File: src/rtl/instr_mem_pkg.sv
// Shared widths, state encoding and boot program for the loadable
// instruction memory.
package instr_mem_pkg;

  localparam int OPC_W = 3;
  localparam int REG_W = 4;
  localparam int IMM_W = 10;
  localparam int INSTR_MIN_W = OPC_W + REG_W + IMM_W;

  localparam logic [INSTR_MIN_W-1:0] NOP_CODE = '0;

  typedef enum logic {
    ST_LOAD = 1'b0,
    ST_RUN  = 1'b1
  } state_e;

  localparam int BOOT_LEN = 5;

  // Boot words are {opcode, reg, imm} with opcode and reg zero.
  function automatic logic [INSTR_MIN_W-1:0] boot_word(input int idx);
    logic [IMM_W-1:0] imm;
    case (idx)
      0:       imm = 10'h000;
      1:       imm = 10'h001;
      2:       imm = 10'h002;
      3:       imm = 10'h020;
      4:       imm = 10'h050;
      default: imm = 10'h000;
    endcase
    return {{OPC_W{1'b0}}, {REG_W{1'b0}}, imm};
  endfunction

endpackage

File: src/rtl/instr_mem_array.sv
// DEPTH x DATA_W register storage: one write port, one registered read port.
// Reset contents are the boot program when IMEM_PRELOAD_EN is defined.
module instr_mem_array
  import instr_mem_pkg::*;
#(
  parameter int ADDR_W = 6,
  parameter int DEPTH  = 64,
  parameter int DATA_W = 23
) (
  input  logic              clk,
  input  logic              rst,
  input  logic              wr_en,
  input  logic [ADDR_W-1:0] wr_addr,
  input  logic [DATA_W-1:0] wr_data,
  input  logic              rd_en,
  input  logic [ADDR_W-1:0] rd_addr,
  output logic [DATA_W-1:0] rd_data
);

  logic [DATA_W-1:0] mem_q [DEPTH];
  logic [DATA_W-1:0] mem_d [DEPTH];
  logic [DATA_W-1:0] rd_data_q;
  logic [DATA_W-1:0] rd_data_d;

  always_comb begin
    mem_d = mem_q;
    if (wr_en) begin
      for (int i = 0; i < DEPTH; i++) begin
        if (wr_addr == ADDR_W'(i)) mem_d[i] = wr_data;
      end
    end
  end

  // Unmatched addresses fall through to NOP.
  always_comb begin
    rd_data_d = rd_data_q;
    if (rd_en) begin
      rd_data_d = DATA_W'(NOP_CODE);
      for (int i = 0; i < DEPTH; i++) begin
        if (rd_addr == ADDR_W'(i)) rd_data_d = mem_q[i];
      end
    end
  end

  always_ff @(posedge clk or posedge rst) begin
    if (rst) begin
      for (int i = 0; i < DEPTH; i++) begin
`ifdef IMEM_PRELOAD_EN
        mem_q[i] <= (i < BOOT_LEN) ? DATA_W'(boot_word(i))
                                   : DATA_W'(NOP_CODE);
`else
        mem_q[i] <= DATA_W'(NOP_CODE);
`endif
      end
      rd_data_q <= '0;
    end else begin
      mem_q     <= mem_d;
      rd_data_q <= rd_data_d;
    end
  end

  assign rd_data = rd_data_q;

endmodule

File: src/rtl/instr_mem.sv
// Loadable instruction memory: LOAD/RUN controller, range checks, error pulses.
// Define IMEM_PRELOAD_EN to boot straight into RUN with the built-in program.
module instr_mem
  import instr_mem_pkg::*;
#(
  parameter int ADDR_W = 6,
  parameter int DEPTH  = 64,
  parameter int DATA_W = 23
) (
  input  logic              clk,
  input  logic              rst,
  input  logic              fetch_req,
  input  logic [ADDR_W-1:0] fetch_addr,
  output logic              fetch_ready,
  output logic              fetch_valid,
  output logic [DATA_W-1:0] fetch_code,
  output logic              fetch_err,
  input  logic              load_en,
  input  logic [ADDR_W-1:0] load_addr,
  input  logic [DATA_W-1:0] load_data,
  input  logic              load_done,
  output logic              load_err
);

  localparam logic [ADDR_W:0] DEPTH_L = (ADDR_W+1)'(DEPTH);

`ifdef IMEM_PRELOAD_EN
  localparam state_e RST_STATE = ST_RUN;
`else
  localparam state_e RST_STATE = ST_LOAD;
`endif

  state_e state_q, state_d;
  logic   fetch_valid_q, fetch_valid_d;
  logic   fetch_err_q, fetch_err_d;
  logic   load_err_q, load_err_d;
  logic   fetch_addr_ok, load_addr_ok;
  logic   wr_en, rd_en;

  always_ff @(posedge clk or posedge rst) begin
    if (rst) state_q <= RST_STATE;
    else     state_q <= state_d;
  end

  // RUN is terminal; only reset returns to LOAD.
  always_comb begin
    state_d = state_q;
    unique case (state_q)
      ST_LOAD: if (load_done) state_d = ST_RUN;
      ST_RUN:  state_d = ST_RUN;
      default: state_d = RST_STATE;
    endcase
  end

  always_comb begin
    fetch_ready   = (state_q == ST_RUN);
    fetch_addr_ok = ({1'b0, fetch_addr} < DEPTH_L);
    load_addr_ok  = ({1'b0, load_addr} < DEPTH_L);
    wr_en         = !fetch_ready && load_en && load_addr_ok;
    rd_en         = fetch_ready && fetch_req;
    fetch_valid_d = rd_en;
    fetch_err_d   = rd_en && !fetch_addr_ok;
    load_err_d    = load_en && (fetch_ready || !load_addr_ok);
  end

  always_ff @(posedge clk or posedge rst) begin
    if (rst) begin
      fetch_valid_q <= 1'b0;
      fetch_err_q   <= 1'b0;
      load_err_q    <= 1'b0;
    end else begin
      fetch_valid_q <= fetch_valid_d;
      fetch_err_q   <= fetch_err_d;
      load_err_q    <= load_err_d;
    end
  end

  instr_mem_array #(
    .ADDR_W(ADDR_W),
    .DEPTH (DEPTH),
    .DATA_W(DATA_W)
  ) u_array (
    .clk    (clk),
    .rst    (rst),
    .wr_en  (wr_en),
    .wr_addr(load_addr),
    .wr_data(load_data),
    .rd_en  (rd_en),
    .rd_addr(fetch_addr),
    .rd_data(fetch_code)
  );

  assign fetch_valid = fetch_valid_q;
  assign fetch_err   = fetch_err_q;
  assign load_err    = load_err_q;

endmodule

File: config.mk
export PLATFORM = sky130hd
export DESIGN_NAME = instr_mem
export DESIGN_NICKNAME = d
export VERILOG_FILES = /design/src/rtl/instr_mem_pkg.sv /design/src/rtl/instr_mem_array.sv /design/src/rtl/instr_mem.sv
export SDC_FILE = /design/constraint.sdc
export NUM_CORES = 2
export LEC_CHECK = 0
export ABC_CLOCK_PERIOD_IN_PS = 43900
export CORE_UTILIZATION = 55
export DETAILED_ROUTE_END_ITERATION = 16
export PLACE_DENSITY = 0.74
export RECOVER_POWER = 25
export SYNTH_ARGS = -nofsm -noshare
export SYNTH_HDL_FRONTEND = slang
export SYNTH_SLANG_ARGS = --single-unit
export TNS_END_PERCENT = 30
File: constraint.sdc
create_clock -name clk -period 43.9 [get_ports clk]
set_input_delay 4.39 -clock clk [delete_from_list [all_inputs] [get_ports clk]]
set_output_delay 4.39 -clock clk [all_outputs]
set_load 0.01 [all_outputs]
# Yosys cells after proc, flatten, opt, wreduce, memory -nomap -nowiden
# Cells that the tools add are included.
dict set report totals {
  inputBits 40
  regBits 1498
  output_inout_bits 27
}
dict set report op_classes {
  n_eq_ne 126
  n_reduce_logical 70
  mux 66
  n_bitwise 1
}
# op count
set op_table {}
lappend op_table {{23-bit 2-to-1 mux} 64}
lappend op_table {{6-bit equality test, second input constant} 64}
lappend op_table {{6-bit by 5-bit equality test with 1-bit output, second input constant} 32}
lappend op_table {{2-bit AND reduction} 64}
lappend op_table {{6-bit by 4-bit equality test with 1-bit output, second input constant} 16}
lappend op_table {{6-bit by 3-bit equality test with 1-bit output, second input constant} 8}
lappend op_table {{6-bit by 2-bit equality test with 1-bit output, second input constant} 4}
lappend op_table {{6-bit by 1-bit equality test with 1-bit output, second input constant} 2}
lappend op_table {{6-bit logical NOT} 2}
lappend op_table {{1-bit logical AND} 3}
lappend op_table {{1-bit case mux with 2 select lines} 1}
lappend op_table {{1-bit logical NOT} 1}
lappend op_table {{1-bit 2-to-1 mux} 1}
lappend op_table {{1-bit inverter} 1}

# Depth between registers and ports, before layout
dict set report depth {
  word_depth 65
  mapped_depth 13
}

# Modules after synthesis
# From an unflattened synthesis, not the netlist that was laid out.
dict set report unflattened {
  hier_cells 5553
  area_unflattened_um2 69664.3
}
# mod n_inst area_per_inst_um2 seq_area_each_um2 cells_each
set modules_own_cells {}
lappend modules_own_cells {instr_mem_array 1 69546.7 37410.9 5543}
lappend modules_own_cells {instr_mem 1 117.6 75.1 10}

# Least setup slack after synthesis
# Ideal clock, no wire load.
dict set report synth_path {
  kind {in2reg}
  start {input fetch_addr[0]}
  end {register u_array.rd_data_q[6], in the netlist u_array.rd_data[6]}
  arrival_time_ps 6450
  required_time_ps 43770
  setup_time_ps 130
  path_buffers 3
  path_stages 10
  slack_ps 37320
  cell_sequence {buf_4 buf_6 buf_6 nor4b_4 nand2_2 o22ai_2 a31oi_1 or4_1 nor4_1 o22ai_1}
}
dict set report synth_via {
  elab_chain_len 65
  elab_cells_between_ends 128
}
# element line
set synth_rtl {}
lappend synth_rtl {{start, declared} instr_mem.sv:13} ;# input logic [ADDR_W-1:0] fetch_addr,
lappend synth_rtl {{6-bit logical NOT} instr_mem_array.sv:40} ;# if (rd_addr == ADDR_W'(i)) rd_data_d = mem_q[i];
lappend synth_rtl {{23-bit 2-to-1 mux (63 in a row)} instr_mem_array.sv:40}
lappend synth_rtl {{23-bit 2-to-1 mux *} instr_mem_array.sv:40}
lappend synth_rtl {{end signal, assigned} instr_mem_array.sv:58} ;# rd_data_q <= rd_data_d;
lappend synth_rtl {{end, declared} instr_mem_array.sv:22} ;# logic [DATA_W-1:0] rd_data_q;
# Every way passes the cells marked *; elsewhere a longest branch is shown, timed or not.
# A chain may end at the register's enable or synchronous reset.

==> flow_summary.toml <==
[worst_setup_path]
cp_slowest_stage_delay_ns = 5.83
timing.rr.end = "u_array.rd_data[4]$_DFFE_PP0P_"
crit_end = "u_array.mem_q[937]$_DFFE_PP0P_"
startpoint = "rst"
critPathLaunchType = "primary input"
path_class = "in2async"
arrival_ns = 16.47
worstRegToRegCells = 10
cp.required_ns = 44.68
worst_path_most_repeated_cell = "buf_4"
endpoint_kind = "async pin"
cp_slowest_cell = "clkbuf_1"
path_cells = "dlygate4sd3_1, clkinvlp_2, clkbuf_1, buf_4, buf_4, buf_4, buf_4, buf_4"
crit_buf_inv = 8
crit_fanout = 156
crit_family = "buffers and inverters"
cp.depth = 8
rrSetupSlack_ns = 39.43
r2r_start = "fetch_ready$_DFF_PP0_"

[clock_tree]
numCtsBuffers = 153
clock-sinks = 1498
postCtsHoldBufs = 0
cts_tree = "done"
cts_post_setup_buffers_inserted = 0
cts_resized = 0
cts_max_level = 4
clk_pin_slew_ns = 0.06
clock_latency_ns = 0.83
cts_root_buf = "clkbuf_16"
cts_buffer_depth = 3

[floorplan]
dieArea_sq_mm = 0.125
io_pins = 67
design.core.area_sq_mm = 0.122
num_rows = 128
die_h_um = 354
die_w_um = 354
initial_utilization_pct = 55.7

[sta]
maxSlewViolCount = 988
finalCritPeriodShare_pct = 35.7
tns_ns = 0
finalSetupViolCount = 0
fmax_ghz = 0.0637
relSlewSlack_pct = -460
period_needed_ns = 15.69
timing_hold_violations_final = 0
fin_skew_ns = 0.0405
worst_slew_pin_slew_ns = 8.40
rsz0062_at_grt = "false"

[route]
viasPerCell = 7.14
drt_iter0_drc = 7381
drt-total-wl_mm = 248
wl_per_cell_um = 34.7
ant_nets = 0
remaining_drc_errors = 0
first_pass_iters = 9
vias = 51000

[yosys]
synth_cell_types = 92
yosys_warnings = 0
synth-main-ff-cell = "dfrtp_1"
async_reset_ff_share_pct = 100
avgSynthCellArea_sq_um = 12.5
syn_area_sq_mm = 0.0681
ys_ff_latch = 1498
synth_edf_count = 0
synthCells = 5451
synth_nets = 5491
ys_seq_area_share_pct = 55.0

[placed_design]
dpl_cell_area_sq_mm = 0.0705
place.gp.congestion = 1.04
dpl.hpwl_mm = 156
io_buffers = 65
dp.cells = 6867

[layout]
drive_above_1_share_pct = 36.1
layout_commonest_cell = "dfrtp_1"
fillCellCount = 9653
nNetsFinal = 5437
layout.cells.non_filler = 7148
final_cell_mix = "1498 x dfrtp_1, 1475 x mux2_2, 239 x nor2_1"
final_cell_area_sq_mm = 0.0754
seqCellArea_sq_mm = 0.0375
multiInputGateArea_sq_mm = 0.0288
syn_to_final_growth_pct = 10.7

[grt]
grt_use_total_pct = 39.5
grt_antenna_before_repair = 21
grt_pass1_wl_mm = 359
gr-total-overflow = 0
grt_pass1_vias = 50400
grt_max_degree = 157

[min_path]
hold_class = "reg2reg"

[outcome]
status = "finished, violations left"
violations = "max-capacitance violations, max-slew violations"

[power]
p_leak_nw = 37.3
p_per_area_mw_per_mm2 = 38.6
ir_drop_v = 0.0000440

[job]
maxCapViolCount = 36
## power by group
| part | total, mW | internal [mW] | switching [mW] |
|---|---|---|---|
| Sequential | 1.41 | 1.39 | 0.0127 |
| Clock | 1.33 | 0.756 | 0.570 |
| Combinational | 0.181 | 0.0414 | 0.140 |
## sequential cells by signal (all words and copies together), names as in the netlist
name             flops
u_array.mem_q     1472
u_array.rd_data     23
load_err             1
fetch_ready          1
fetch_valid          1
## cell type report
class	count	area share, %
sequential	1498	49.7
multi-input combinational	3450	38.1
clock buffer	236	5.96
tap	1625	2.70
timing repair buffer	282	2.68
clock inverter	41	0.728
inverter	12	0.0614
antenna	4	0.0133
## cells in the mapped netlist, types with 27 or more instances
cell,instances,area [sq um]
nand4_1,44,275
mux2_2,1475,16600
o21ai_0,123,616
a222oi_1,27,270
nor2_1,266,998
o221ai_1,37,324
a31oi_1,37,231
dfrtp_1,1498,37500
and3_1,40,250
or3_1,31,194
o22ai_1,179,1120
a21oi_1,129,646
nand3_1,79,395
nand2_1,236,886
buf_1,118,443
nor4_1,44,275
nor3_1,80,400
a22oi_1,191,1430
buf_2,72,360
clkbuf_1,289,1080
a221oi_1,66,578
## cell families after synthesis
kind of cell | after synthesis | share of synthesized area [%]
buffers and inverters | 503 | 2.99
AOI/OAI and AO/OA | 1024 | 10.5
and+or+nand+nor | 939 | 6.92
muxes | 1485 | 24.5
xor gates and xnor gates | 1 | 0.0129
DFF | 1498 | 55.0
other | 1 | 0.00551
## per-layer routing
metal  global-route usage, %  vias to the layer above  part of all wire, %
met4                    23.3                       34                  6.8
met5                       0                        -                0.085
met3                    13.6                      876                   13
met2                    57.6                     3450                   43
li1                        -                    20200                    -
met1                    51.1                    26500                   37
## metrics by stage
| stage | util (%) | total power, mW | setup slack, ns | hold slack, ns |
|---|---|---|---|---|
| 6_report | 61.6 | 2.91 | 28.21 | 0.497 |
| 3_3_place_gp | 57.6 | 1.60 | 33.38 | 0.478 |
| 3_5_place_dp | 57.6 | 1.60 | 33.27 | 0.484 |
| 4_1_cts | 61.7 | 2.91 | 34.12 | 0.497 |
| 5_1_grt | 61.6 | 2.98 | 26.07 | 0.503 |
| 2_1_floorplan | - | 1.52 | 18.77 | 0.470 |
## worst register-to-register path, delay by kind of cell (launching register included)
| family | cells | cell delay, ns |
|---|---|---|
| buffers and inverters | 3 | 1.92 |
| and+or+nand+nor | 3 | 0.47 |
| AOI/OAI and AO/OA | 4 | 1.62 |
| DFF | 1 | 0.42 |
## how the worst min path moves through the flow
stage / from / endpoint / slack, ns / depth (start not counted)
after CTS: u_array.mem_q[1363]$_DFFE_PP0P_ / u_array.mem_q[1363]$_DFFE_PP0P_ / 0.50 / 1
after global placement: u_array.mem_q[1343]$_DFFE_PP0P_ / u_array.mem_q[1343]$_DFFE_PP0P_ / 0.48 / 1
after detailed placement: u_array.mem_q[1363]$_DFFE_PP0P_ / u_array.mem_q[1363]$_DFFE_PP0P_ / 0.48 / 1
after floorplan: u_array.mem_q[576]$_DFFE_PP0P_ / u_array.mem_q[576]$_DFFE_PP0P_ / 0.47 / 1
after global routing: u_array.mem_q[1387]$_DFFE_PP0P_ / u_array.mem_q[1387]$_DFFE_PP0P_ / 0.50 / 1
final: u_array.mem_q[1363]$_DFFE_PP0P_ / u_array.mem_q[1363]$_DFFE_PP0P_ / 0.50 / 1
Power figures use the tool's default switching activity.
